[config.mk]
export PLATFORM = sky130hd
export DESIGN_NAME = leak_decoder
export DESIGN_NICKNAME = d
export VERILOG_FILES = /design/src/rtl/leak_decoder_pkg.sv /design/src/rtl/lfsr_model.sv /design/src/rtl/leak_decoder.sv
export SDC_FILE = /design/constraint.sdc
export NUM_CORES = 1
export LEC_CHECK = 0
export CAP_MARGIN = 0
export CORE_UTILIZATION = 32
export DETAILED_ROUTE_END_ITERATION = 6
export DONT_BUFFER_PORTS = 1
export PLACE_DENSITY = 0.52
export SYNTH_ARGS = -nofsm -noshare
export SYNTH_HDL_FRONTEND = slang
export SYNTH_SLANG_ARGS = --single-unit
[constraint.sdc]
create_clock -name clk -period 4.9 [get_ports clk]
set_clock_uncertainty 0.2 [all_clocks]
set_input_delay 0.735 -clock clk [delete_from_list [all_inputs] [get_ports clk]]
set_output_delay 0.735 -clock clk [all_outputs]
set_load 0.02 [all_outputs]
[src/rtl/leak_decoder_pkg.sv]
// Shared constants, FSM state type and popcount helper for the AES-T100 leak decoder.
package leak_decoder_pkg;

    localparam int              LFSR_W      = 20;
    localparam logic [19:0]     LFSR_SEED   = 20'h00001;
    localparam int              LFSR_TAP_HI = 19;
    localparam int              LFSR_TAP_LO = 16;
    localparam int              LANES       = 8;
    localparam int              REPL        = 8;

    typedef enum logic [1:0] {
        IDLE,
        ACQ,
        DONE
    } state_e;

    function automatic logic [3:0] popcount8(input logic [REPL-1:0] v);
        logic [3:0] s;
        s = '0;
        for (int k = 0; k < REPL; k++) begin
            s = s + {3'b000, v[k]};
        end
        return s;
    endfunction

endpackage

[src/rtl/lfsr_model.sv]
// 20-bit Fibonacci LFSR (taps 19,16) with synchronous seed reload; mirrors the Trojan's counter.
module lfsr_model
    import leak_decoder_pkg::*;
(
    input  logic              clk,
    input  logic              i_reload,
    output logic [LFSR_W-1:0] o_c
);

    logic [LFSR_W-1:0] r_c;

    always_ff @(posedge clk) begin
        if (i_reload) begin
            r_c <= LFSR_SEED;
        end else begin
            r_c <= {r_c[LFSR_W-2:0], r_c[LFSR_TAP_HI] ^ r_c[LFSR_TAP_LO]};
        end
    end

    assign o_c = r_c;

endmodule

[src/rtl/leak_decoder.sv]
// Recovers key[7:0] from the AES-T100 load bus by unmasking, replica voting and windowed accumulation.
// Optional build macro LEAK_DECODER_ERRCNT_EN adds the replica-consistency error counter.
module leak_decoder
    import leak_decoder_pkg::*;
#(
    parameter int NUM_SAMPLES = 16,
    parameter int VOTE_THR    = 5
) (
    input  logic        clk,
    input  logic        rst,
    input  logic        lfsr_sync,
    input  logic        start,
    input  logic        load_valid,
    input  logic [63:0] load_in,
    output logic        out_valid,
    input  logic        out_ready,
    output logic [7:0]  key_byte,
    output logic [7:0]  tie,
    output logic [7:0]  err_cnt,
    output logic        busy
);

    localparam int ACC_W = $clog2(NUM_SAMPLES) + 2;

    logic [LFSR_W-1:0]       w_c;
    logic [LFSR_W-1:0]       r_prev_c;
    state_e                  r_state;
    state_e                  w_state_nxt;
    logic [7:0]              r_n;
    logic                    w_take;
    logic                    w_last;
    logic                    w_clear;
    logic [3:0]              w_pc      [LANES];
    logic [LANES-1:0]        w_b;
    logic signed [ACC_W-1:0] r_acc     [LANES];
    logic signed [ACC_W-1:0] w_acc_nxt [LANES];
    logic [LANES-1:0]        w_key_nxt;
    logic [LANES-1:0]        w_tie_nxt;
    logic [7:0]              r_key;
    logic [7:0]              r_tie;
    logic                    w_unused;

    lfsr_model u_lfsr (
        .clk      (clk),
        .i_reload (rst | lfsr_sync),
        .o_c      (w_c)
    );

    // Trojan registers its leak one cycle late, so samples decode against last cycle's counter.
    always_ff @(posedge clk) begin
        r_prev_c <= w_c;
    end

    assign w_unused = ^r_prev_c[LFSR_W-1:LANES];

    assign w_take  = (r_state == ACQ) && load_valid;
    assign w_last  = w_take && (r_n == 8'(NUM_SAMPLES - 1));
    assign w_clear = (r_state == IDLE) && start;

    always_ff @(posedge clk) begin
        if (rst) begin
            r_state <= IDLE;
        end else begin
            r_state <= w_state_nxt;
        end
    end

    always_comb begin
        w_state_nxt = r_state;
        case (r_state)
            IDLE:    if (start)     w_state_nxt = ACQ;
            ACQ:     if (w_last)    w_state_nxt = DONE;
            DONE:    if (out_ready) w_state_nxt = IDLE;
            default: w_state_nxt = IDLE;
        endcase
    end

    for (genvar gi = 0; gi < LANES; gi++) begin : g_lane
        assign w_pc[gi]      = popcount8(load_in[8*gi +: 8]);
        assign w_b[gi]       = (w_pc[gi] >= 4'(VOTE_THR)) ^ r_prev_c[gi];
        assign w_acc_nxt[gi] = w_b[gi] ? (r_acc[gi] + ACC_W'(1)) : (r_acc[gi] - ACC_W'(1));
        assign w_key_nxt[gi] = !w_acc_nxt[gi][ACC_W-1] && (w_acc_nxt[gi] != '0);
        assign w_tie_nxt[gi] = (w_acc_nxt[gi] == '0);
    end

    always_ff @(posedge clk) begin
        if (rst) begin
            for (int l = 0; l < LANES; l++) r_acc[l] <= '0;
            r_n   <= '0;
            r_key <= '0;
            r_tie <= '0;
        end else if (w_clear) begin
            for (int l = 0; l < LANES; l++) r_acc[l] <= '0;
            r_n <= '0;
        end else if (w_take) begin
            for (int l = 0; l < LANES; l++) r_acc[l] <= w_acc_nxt[l];
            r_n <= r_n + 8'd1;
            if (w_last) begin
                r_key <= w_key_nxt;
                r_tie <= w_tie_nxt;
            end
        end
    end

`ifdef LEAK_DECODER_ERRCNT_EN
    logic [3:0] w_bad_cnt;
    logic [8:0] w_err_sum;
    logic [7:0] r_err;

    // A lane is inconsistent when its replicas disagree among themselves.
    always_comb begin
        w_bad_cnt = '0;
        for (int l = 0; l < LANES; l++) begin
            if ((w_pc[l] != 4'd0) && (w_pc[l] != 4'd8)) w_bad_cnt = w_bad_cnt + 4'd1;
        end
    end

    assign w_err_sum = {1'b0, r_err} + {5'b00000, w_bad_cnt};

    always_ff @(posedge clk) begin
        if (rst || w_clear) begin
            r_err <= '0;
        end else if (w_take) begin
            r_err <= w_err_sum[8] ? 8'hFF : w_err_sum[7:0];
        end
    end

    assign err_cnt = r_err;
`else
    assign err_cnt = 8'h00;
`endif

    assign busy      = (r_state == ACQ);
    assign out_valid = (r_state == DONE);
    assign key_byte  = r_key;
    assign tie       = r_tie;

endmodule
==> impl_metrics.py, run 1 <==
metrics = {
    "status": {
        "status": "finished with violations",
        "violations": "setup timing",
    },
    "setup_path": {
        "critPathKind": "input pin to register",
        "crit_required_ns": 4.93,
        "crit_arrival_ns": 5.00,
        "cp_slowest_cell": "fa_1",
        "startpoint_type": "input pin",
        "crit_top_cell": "fa_1",
        "rr_worst_depth": 8,
        "cp_num_cells": 18,
        "path_buf_inv": 3,
        "critPathCaptureType": "register",
        "cp_max_fo": 2,
        "cpPeakStageDelay_ns": 0.54,
        "ff2ff_setup_slack_ns": 2.44,
        "path_cells": "inv_8, fa_1, fa_1, fa_1, inv_1, ha_2, inv_2, fa_2, nor2b_4, o22ai_4, xor2_4, xnor2_2, ha_2, or4_1, mux2i_1, xor2_1, or3_1, a32o_1",
        "critPathLaunch": "load_in[40]",
        "timing.rr.start": "r_prev_c[5]$_DFF_P_",
        "cpLargestDelayFamily": "adder cells",
    },
    "floorplan": {
        "core_area_sq_um": 20400,
        "die-area_sq_um": 21500,
        "rows": 52,
        "start_util": 0.329,
        "io_pins": 96,
        "dieHeight_microns": 147,
        "die_x_microns": 147,
    },
    "detailed_routing": {
        "avgViaCountPerCell": 4.63,
        "wl_per_cell_microns": 12.7,
        "vias": 4602,
        "drt-total-wl_microns": 12600,
        "post-route-drc-count": 0,
        "ant_nets": 0,
        "drt-initial-drc-count": 153,
        "first_pass_iters": 6,
    },
    "timing": {
        "worst_slew_pin_slew_ns": 1.06,
        "max-slew-margin-rel": 0.292,
        "fin_ws_ns": -0.0671,
        "timing.hold.ws_ns": 0.148,
        "fin_crit_ns": 4.97,
        "setup_viol": 1,
        "grt_setup_unrepaired": "yes",
        "fmax_ghz": 0.201,
        "hold_viol_final": 0,
        "finalCritPeriodShare": 1.01,
        "drv_slew": 0,
    },
    "cts": {
        "clkTransAtPathRegs_ns": 0.06,
        "clock-sinks": 102,
        "cts_buffer_depth": 2,
        "cts_tree": "done",
        "cts_made_buffers": 9,
        "root_buffer": "clkbuf_16",
        "insertion_delay_ns": 0.34,
        "htreeDepth": 3,
        "hold_buffers": 0,
    },
    "placed_design": {
        "place_inst": 977,
        "port_buffers": 0,
        "hpwl_microns": 9630,
        "gp_congestion": 0.758,
        "dpl_cell_area_sq_um": 7290,
    },
    "finish": {
        "design_area_sq_um": 7680,
        "final_common_cell": "inv_1",
        "layout.nets": 855,
        "register_area_sq_um": 2460,
        "fin_util": 0.377,
        "fin_cells": 995,
        "mostFrequentLayoutCells": "inv_1, nor2_1, dfxtp_1, nand2_1, edfxtp_1",
        "syn2layout_area_growth_pct": 14.7,
        "diodes": 0,
        "drive_gt1_frac": 0.157,
        "num-fill-cells": 2016,
        "multi_input_area_sq_um": 3910,
    },
    "logic_synthesis": {
        "synth_area_leader_cell": "edfxtp_1",
        "ys_ff_latch": 102,
        "synth.distinct_cells": 56,
        "avgSynthCellArea_sq_um": 9.43,
        "netlist_instances": 710,
        "ys_seq_area_frac": 0.368,
        "synth_edf_count": 42,
        "synth-main-ff-cell": "dfxtp_1",
        "synth_top_area_frac": 0.188,
        "synth_area_leaders": "edfxtp_1, dfxtp_1, fa_1, inv_1, ha_1",
        "ys_warn_count": 0,
        "syn_area_sq_um": 6700,
        "synthArstFlopShare": 0,
    },
    "job": {
        "cap_violations": 0,
    },
    "global_routing": {
        "track_usage": 0.123,
        "grt_first_pass_wirelength_microns": 21500,
        "grt_max_degree": 29,
        "grt_pass1_vias": 4823,
        "antenna_found_initial": 0,
        "gr-total-overflow": 0,
    },
    "power_and_ir_drop": {
        "p_switching_uw": 1000,
        "power_uw": 2980,
        "power_density_nw_per_um2": 388,
        "pwr-share-clk": 0.241,
        "power_frac_comb": 0.424,
        "swShare": 0.337,
        "p_leak_uw": 0.00323,
        "internal_power_uw": 1970,
        "irDropWorstVdd_mv": 0.175,
        "seqPwrFrac": 0.335,
    },
    "worst_hold_path": {
        "whs_path_depth": 0,
        "hp-class": "register to register",
        "hold_start": "u_lfsr.o_c[1]$_SDFF_PP0_",
    },
}
kinds of logic (layout without fill, tap and decap cells):
group                      after synthesis  count (layout)  synth area share
and+or+nand+nor                        236             236             0.178
buffers and inverters                  150             158            0.0897
DFF                                    102             102             0.368
xor gates and xnor gates                69              69            0.0975
adders and majority gates               65              65             0.157
AOI/OAI and AO/OA                       64              64            0.0731
muxes                                   23              23            0.0366
other                                    1               8          0.000560
repair_timing:
item,in CTS,in global routing
setup buffers,0,2
pin swaps,0,15
setup endpoints to repair,3,14
gates resized for setup,0,17
path summary, 6_finish.rpt:
kind | endpoint
min reg2reg | r_prev_c[1]$_DFF_P_
max reg2reg | key_byte[5]$_SDFFE_PP0P_
min | r_prev_c[1]$_DFF_P_
max | key_byte[5]$_SDFFE_PP0P_
power by group through the flow:
stage | combinational, uW | clock [uW] | sequential [uW]
2_1_floorplan | 1010 | 0 | 981
3_3_place_gp | 1190 | 0 | 1010
3_5_place_dp | 1230 | 0 | 1010
4_1_cts | 1250 | 745 | 993
5_1_grt | 1430 | 776 | 1000
6_report | 1260 | 718 | 996
area by class of cell:
| class | instances | share of cell area |
|---|---|---|
| multi-input combinational | 465 | 0.509 |
| sequential | 102 | 0.320 |
| inverter | 116 | 0.0616 |
| tap | 270 | 0.0440 |
| clock buffer | 13 | 0.0381 |
| timing repair buffer | 26 | 0.0254 |
| clock inverter | 3 | 0.00179 |
state kept, by name, indices dropped and copies added (netlist names):
signal / cells
key_byte: 8
r_n: 8
r_state: 2
tie: 8
r_prev_c: 8
r_acc: 48
u_lfsr.o_c: 20
layer usage:
metal	global-route usage	up-vias	routed length [microns]
met3	0.0291	15	510
li1	-	2302	-
met4	0.0464	0	241
met5	0	-	0
met1	0.145	2188	5570
met2	0.215	97	6300
through the flow:
step / setup TNS [ns] / setup WS (ns)
2_1_floorplan: -1.95 / -0.358
3_3_place_gp: -2.60 / -0.369
3_5_place_dp: -4.25 / -0.404
4_1_cts: -0.0472 / -0.0356
5_1_grt: -1.25 / -0.252
6_report: -0.0671 / -0.0671
Yosys cell counts (3+ instances only):
library cell and number:
nor4_1 3, fa_1 32, xor2_2 4, buf_2 3
mux2i_1 20, nand3_1 19, or3_1 7, nor2_1 62
dfxtp_1 60, nor3_1 20, o22ai_1 5, and2_1 35
o22ai_2 3, inv_1 116, a21oi_1 20, or4_1 5
a32o_1 9, o21ai_0 8, nand2_1 43, clkbuf_1 20
and3_1 4, ha_1 33, nor3b_1 3, nor2b_1 11
a41oi_1 3, xnor2_1 29, xor2_1 35, nand4_1 4
edfxtp_1 42, nand2b_1 11, buf_4 9
No activity file was read; power rests on OpenSTA's default activity.
==> run 2: changes to the inputs <==
--- a/config.mk
+++ b/config.mk
@@ -7,6 +7,7 @@
 export LEC_CHECK = 0
 export CAP_MARGIN = 0
 export CORE_UTILIZATION = 32
+export CTS_CLUSTER_SIZE = 24
 export DETAILED_ROUTE_END_ITERATION = 6
 export DONT_BUFFER_PORTS = 1
 export PLACE_DENSITY = 0.52
==> results of run 2 <==
Same layout as run 1: the final DEF is identical, and so are final timing and power.
